--- config.mk ---
export PLATFORM = sky130hd
export DESIGN_NAME = oam_dma_engine
export DESIGN_NICKNAME = d
export VERILOG_FILES = /design/src/rtl/gb_dma_pkg.sv /design/src/rtl/oam_dma_engine.sv
export SDC_FILE = /design/constraint.sdc
export NUM_CORES = 1
export LEC_CHECK = 0
export ABC_AREA = 1
export BUFFER_PORTS_ARGS = -buffer_cell sky130_fd_sc_hd__buf_4
export CORE_UTILIZATION = 44
export DETAILED_ROUTE_END_ITERATION = 7
export GPL_TIMING_DRIVEN = 1
export HOLD_SLACK_MARGIN = 0.06
export PLACE_DENSITY = 0.79
export SYNTH_ARGS = -nofsm -noshare
export SYNTH_HDL_FRONTEND = slang
export SYNTH_SLANG_ARGS = --single-unit
--- constraint.sdc ---
create_clock -name clk -period 2.8 [get_ports clk]
set_input_delay 0.14 -clock clk [delete_from_list [all_inputs] [get_ports clk]]
set_output_delay 0.14 -clock clk [all_outputs]
set_load 0.01 [all_outputs]
--- src/rtl/gb_dma_pkg.sv ---
// Shared definitions for the OAM DMA path: state encoding, memory-map constants
// and the echo-RAM source-page fold.
package gb_dma_pkg;

  typedef enum logic [1:0] {
    DMA_IDLE,
    DMA_START,
    DMA_READ,
    DMA_WRITE
  } dma_state_t;

  localparam logic [15:0] DMA_REG_ADDR = 16'hFF46;
  localparam logic [15:0] OAM_BASE     = 16'hFE00;
  localparam int          OAM_LEN      = 160;
  localparam logic [15:0] HRAM_LO      = 16'hFF80;
  localparam logic [15:0] HRAM_HI      = 16'hFFFE;

  // Pages E0..FF alias work RAM at C0..DF.
  function automatic logic [7:0] echo_fold(input logic [7:0] page);
    return (page >= 8'hE0) ? page - 8'h20 : page;
  endfunction

endpackage

--- src/rtl/oam_dma_engine.sv ---
// OAM DMA engine: on a DMA register write, copies XFER_LEN bytes from {page,8'h00}
// to DEST_BASE over the shared memory bus, one read/write pair per byte.
//
// Bus handshake: bus_req is high in READ and WRITE; a strobe (mem_rd or mem_wr)
// is issued only in a cycle where bus_gnt is high, and the FSM advances only then.
module oam_dma_engine
  import gb_dma_pkg::*;
#(
  parameter int          XFER_LEN    = OAM_LEN,
  parameter logic [15:0] DEST_BASE   = OAM_BASE,
  parameter int          START_DELAY = 1
) (
  input  logic        clk,
  input  logic        rst,
  input  logic        dma_wr,
  input  logic [7:0]  dma_page,
  output logic        bus_req,
  input  logic        bus_gnt,
  output logic [15:0] mem_addr,
  output logic        mem_rd,
  output logic        mem_wr,
  input  logic [7:0]  mem_rdata,
  output logic [7:0]  mem_wdata,
  output logic        busy,
  output logic        cpu_hram_only,
  output logic        done
);

  localparam logic [7:0] LAST_IDX  = 8'(XFER_LEN - 1);
  localparam logic [1:0] DLY_INIT  = 2'(START_DELAY);

  dma_state_t  state;
  logic [7:0]  src_hi;
  logic [7:0]  idx;
  logic [1:0]  dly;
  logic [7:0]  latch;
  logic        rd_pend;
  logic [15:0] addr_q;

  always_ff @(posedge clk) begin
    if (rst) begin
      state   <= DMA_IDLE;
      src_hi  <= 8'h00;
      idx     <= 8'h00;
      dly     <= 2'd0;
      latch   <= 8'h00;
      rd_pend <= 1'b0;
      addr_q  <= 16'h0000;
      done    <= 1'b0;
    end else begin
      done <= 1'b0;
      if (mem_rd || mem_wr) addr_q <= mem_addr;
      // A register write restarts from any state and suppresses the pending done.
      if (dma_wr) begin
        src_hi  <= echo_fold(dma_page);
        idx     <= 8'h00;
        dly     <= DLY_INIT;
        rd_pend <= 1'b0;
        state   <= (START_DELAY == 0) ? DMA_READ : DMA_START;
      end else begin
        case (state)
          DMA_START: begin
            if (dly <= 2'd1) state <= DMA_READ;
            else             dly   <= dly - 2'd1;
          end
          DMA_READ: begin
            if (bus_gnt) begin
              rd_pend <= 1'b1;
              state   <= DMA_WRITE;
            end
          end
          DMA_WRITE: begin
            // Read data is only valid in the cycle right after the granted read.
            if (rd_pend) begin
              latch   <= mem_rdata;
              rd_pend <= 1'b0;
            end
            if (bus_gnt) begin
              if (idx == LAST_IDX) begin
                state <= DMA_IDLE;
                done  <= 1'b1;
              end else begin
                idx   <= idx + 8'd1;
                state <= DMA_READ;
              end
            end
          end
          default: ;
        endcase
      end
    end
  end

  always_comb begin
    bus_req       = (state == DMA_READ) || (state == DMA_WRITE);
    mem_rd        = (state == DMA_READ) && bus_gnt;
    mem_wr        = (state == DMA_WRITE) && bus_gnt;
    mem_wdata     = rd_pend ? mem_rdata : latch;
    mem_addr      = addr_q;
    if (mem_rd)      mem_addr = {src_hi, idx};
    else if (mem_wr) mem_addr = DEST_BASE + {8'h00, idx};
    busy          = (state != DMA_IDLE);
    cpu_hram_only = busy;
  end

endmodule

# After elaboration in Yosys (flattened, before gate mapping)
# Index checks and enable logic that the tools add are counted.
[classes]
n_addsub = 4
n_lt_le_gt_ge = 2
eq_ne = 11
mux = 16
bitwise = 5
reduce_logical = 18
[op_table]
columns = ["cell", "count"]
rows = [
  ["2-to-1 mux 16 bit", 2],
  ["2-to-1 mux 8 bit", 2],
  ["adder 10 x 9 -> 11 bit, first input constant", 1],
  ["!= test 3 bit, second input constant", 3],
  ["adder 8 x 1 -> 8 bit, second input constant", 1],
  ["equality test 8 bit, second input constant", 1],
  [">= comparator 8 bit, second input constant", 1],
  ["2-to-1 mux 2 bit", 4],
  ["!= test 2 bit, second input constant", 4],
  ["AND reduction 2 bit", 4],
  ["AND reduction 4 bit", 2],
  ["subtractor 8 x 6 -> 8 bit, second input constant", 1],
  ["2-to-1 mux 1 bit", 6],
  ["case mux 2 bit (3 select lines)", 1],
  ["nonzero test 2 bit", 3],
  ["inverter 1 bit", 5],
  ["equality test 2 bit, second input constant", 2],
  ["nonzero test 4 bit", 1],
  ["OR reduction 4 bit", 1],
  ["AND reduction 3 bit", 1],
  ["nonzero test 3 bit", 1],
  ["equality test 2 x 1 -> 1 bit, second input constant", 1],
  ["less-or-equal comparator 2 x 1 -> 1 bit, second input constant", 1],
  ["logical AND 1 bit", 2],
  ["4 further kinds", 5],
]
[word_totals]
reg_bits = 46
inputBits = 20
out_inout_bits = 30
wordCells = 66

# Depth between registers and ports, before layout
[depth]
depth_word = 5
depth_mapped = 8
depth_no_buf = 8

# Worst setup path after synthesis
# OpenSTA, ideal clock, no wires.
[synth_timing]
path_type = "flip-flop to output port"
start = "register state[1]"
end = "output mem_addr[0]"
t_arrival_ps = 1101
required_ps = 2660
path_slack_ps = 1559
stages_incl_launch_ff = 7
path_buffers = 1
path_cell_list = "dfxtp_1 -> nand2_4 -> inv_4 -> buf_6 -> or2_2 -> o21ai_0 -> inv_1"
[synth_between]
elab_chain_len = 4
elab_cells_between_ends = 6
cone_classes = "eq/ne (2); mux (2); reduce/logical (2)"
[synth_rtl]
columns = ["item", "line", "rtl"]
rows = [
  ["start: declaration", "oam_dma_engine.sv:32", "dma_state_t state;"],
  ["start signal: assignment", "oam_dma_engine.sv:59", "state <= (START_DELAY == 0) ? DMA_READ : DMA_START;"],
  ["equality test 2 bit", "oam_dma_engine.sv:97", "mem_wr = (state == DMA_WRITE) && bus_gnt;"],
  ["logical AND 1 bit", "oam_dma_engine.sv:97", ""],
  ["2-to-1 mux 16 bit", "oam_dma_engine.sv:101", "else if (mem_wr) mem_addr = DEST_BASE + {8'h00, idx};"],
  ["2-to-1 mux 16 bit *", "oam_dma_engine.sv:100", "if (mem_rd) mem_addr = {src_hi, idx};"],
  ["end: declaration", "oam_dma_engine.sv:19", "output logic [15:0] mem_addr,"],
]
# Mark *: on every way between the ends. The rest lies on a longest branch, timed or not.

# Final worst setup path
# Same ends and word-level chain as after synthesis.

==> impl_metrics.tcl <==
set metrics [dict create \
    yosysTopAreaCell "dfxtp_1" \
    grt_use_total_pct 18.66 \
    grt_pass1_vias 1713 \
    route.detailed.drc 5 \
    use_met2_pct 31.73 \
    use_met1_pct 23.48 \
    die_y_um 71.06 \
    endpoint_kind "output pin" \
    viasPerCell 4.876 \
    yosysUniqueCellTypes 27 \
    cts.path.max_buffers 2 \
    cap_violations 0 \
    dieWidth_um 71.06 \
    path_delay_family "simple AND/OR/NAND/NOR gates" \
    syn2layout_area_growth_pct 24.21 \
    core_um2 4474 \
    busiest_layer "met2" \
    critPathRequiredTime_ns 2.66 \
    start_util_pct 46.90 \
    fin_crit_ns 1.731 \
    drt_iter0_drc 139 \
    drive_gt1_share_pct 24.11 \
    postCtsSetupBuffers 0 \
    place_area_um2 2471 \
    relSlewSlack_pct 71.36 \
    ctsRootBufferMaster "clkbuf_8" \
    synth_seq_cells 46 \
    crit_buf_inv 3 \
    grt_use_met3_pct 4.701 \
    drt-wirelength-per-cell_um 11.25 \
    failed_checks "DRC" \
    hold_class "input pin to flip-flop" \
    cts_tree "yes" \
    yosysTopAreaCellShare_pct 43.89 \
    io_buffer_count 49 \
    antenna_found_initial 0 \
    power.density_nw_per_um2 478.1 \
    cp.arrival_ns 1.59 \
    avgSynthCellArea_um2 7.388 \
    worstPathMaxFanout 16 \
    timing.fmax_mhz 577.7 \
    diodes 0 \
    synthTopCellsByArea "dfxtp_1 (44%), nand2_1 (10%), inv_1 (7.2%)" \
    worst_path_max_delay_cell "dfxtp_1" \
    grt_overflow 0 \
    routabilityCongestion 0.8509 \
    dp_hpwl_um 3150 \
    yosys_warnings 0 \
    final_area_um2 2606 \
    cts_buffers 5 \
    cpPeakStageDelay_ns 0.41 \
    irDropWorstVdd_uv 256.8 \
    tightest_slew_ns 0.4292 \
    syn-num-nets 307 \
    pin_count 50 \
    grt_pass1_wl_um 7458 \
    htreeDepth 2 \
    nNetsFinal 358 \
    syn_area_um2 2098 \
    tns_ns 0 \
    wirelength_um 4364 \
    grt_max_degree 17 \
    row_count 24 \
    vias 1892 \
    die-area_um2 5049 \
    seq_area_frac_synth_pct 43.89 \
    finalHoldViolCount 0 \
    rsz0062_at_grt "false" \
    clk_pin_slew_ns 0.08 \
    finalSetupViolations 0 \
    start_kind "flip-flop" \
    worst_skew_pair.late_latency_ns 0.31 \
    critPathKind "flip-flop to output pin" \
    ant_nets 0 \
    crit_chain "nand2_4 > inv_4 > or2_2 > o21ai_0 > inv_1 > buf_4" \
    firstDrtPassIters 8 \
    cts.sinks 46 \
    power.leakage_nw 1.253 \
    status "finished, violations left" \
    drv_slew 0 \
    fin_skew_ns 0.008115 \
    finalCritPeriodShare_pct 61.82 \
    syn-instance-count 284 \
]
[kinds of logic after synthesis]
logic type	after synthesis	synth area share (%)
AOI/OAI and AO/OA	58	15.80
xor gates and xnor gates	2	0.8350
adders and majority gates	3	1.789
buffers and inverters	52	10.67
DFF	46	43.89
and+or+nand+nor	123	27.01
[worst paths after layout]
| kind | startpoint | end | slack [ns] | cells after the start |
|---|---|---|---|---|
| max | state[1] | mem_addr[0] | 1.07 | 6 |
| min | dma_page[0] | src_hi[0] | 0.07 | 3 |
| max reg2reg | idx[0] | idx[0] | 1.39 | 7 |
| min reg2reg | latch[1] | latch[1] | 0.45 | 2 |
[layout make-up]
class	count	area (um2)
clock buffers	6	82.58
clock inverters	2	12.51
flip-flops and latches	46	920.9
repair buffers	53	407.9
fillers	422	1868
multi-input cells	186	953.4
inverters	43	163.9
well taps	52	65.06
[sequential cells by signal, indices dropped and copies added (netlist names)]
register / count
src_hi: 8
dly: 2
done: 1
idx: 8
latch: 8
rd_pend: 1
addr_q: 16
state: 2
[synthesized netlist by cell type, drive strengths merged]
cell type and count:
nand2 58, o211ai 1, inv 43, dlygate4sd1 1
clkbuf 3, dfxtp 46, ha 3, a21oi 18
buf 5, xor2 2, o21ai 30, and2 7
nand3 14, o22ai 1, a211oi 1, nor2 34
or2 9, nor3 1, a31oi 7
[layer usage]
| metal | up-vias | share of wire [%] |
|---|---|---|
| met5 | - | 0 |
| met4 | 0 | 1.3 |
| met3 | 5 | 4.4 |
| met2 | 47 | 47 |
| met1 | 842 | 48 |
| li1 | 998 | - |
[repair_timing]
item | CTS | global route
endpoints found under the hold margin | 4 | 0
hold buffers | 4 | 0
gates resized for setup | 0 | 0
[power by group]
group,switching [mW],leakage (nW),internal [mW]
Clock,0.228,0.0472,0.199
Sequential,0.00809,0.374,0.672
Combinational,0.0725,0.832,0.0669
[worst register-to-register path, delay by kind of cell, from the launching register on]
family	cells	cell delay, ns
compound gates	1	0.12
fa+ha+maj	1	0.24
flops	1	0.40
simple gates	5	0.59
[layout by cell type (no fill, tap or decap), types with 2 or more instances in the layout]
master         synthesis  final
a21oi_1               11     11
or2_2                  9      9
ha_1                   3      3
inv_1                 40     40
xor2_1                 2      2
o21ai_0               30     30
nand2_4                2      2
and2_1                 7      7
inv_2                  2      2
clkbuf_8               0      6
dlygate4sd3_1          0      4
dfxtp_1               46     46
nand2_1               56     56
nor2_1                31     31
nand3_1               14     14
a31oi_1                7      7
buf_4                  1     49
nor2_4                 2      2
a21oi_2                7      7
[stage by stage]
stage	setup slack [ns]	hold slack, ns	util (%)	power [mW]	std cells
global route	0.9371	0.06866	58.25	1.307	388
global placement	1.400	0.3466	55.23	0.8280	376
floorplan	1.559	0.2091	-	0.7683	284
detailed placement	1.388	0.3438	55.23	0.8316	376
finish	1.069	0.06854	58.25	1.246	388
CTS	1.042	0.06764	58.25	1.259	388
Power figures use the tool's default switching activity.
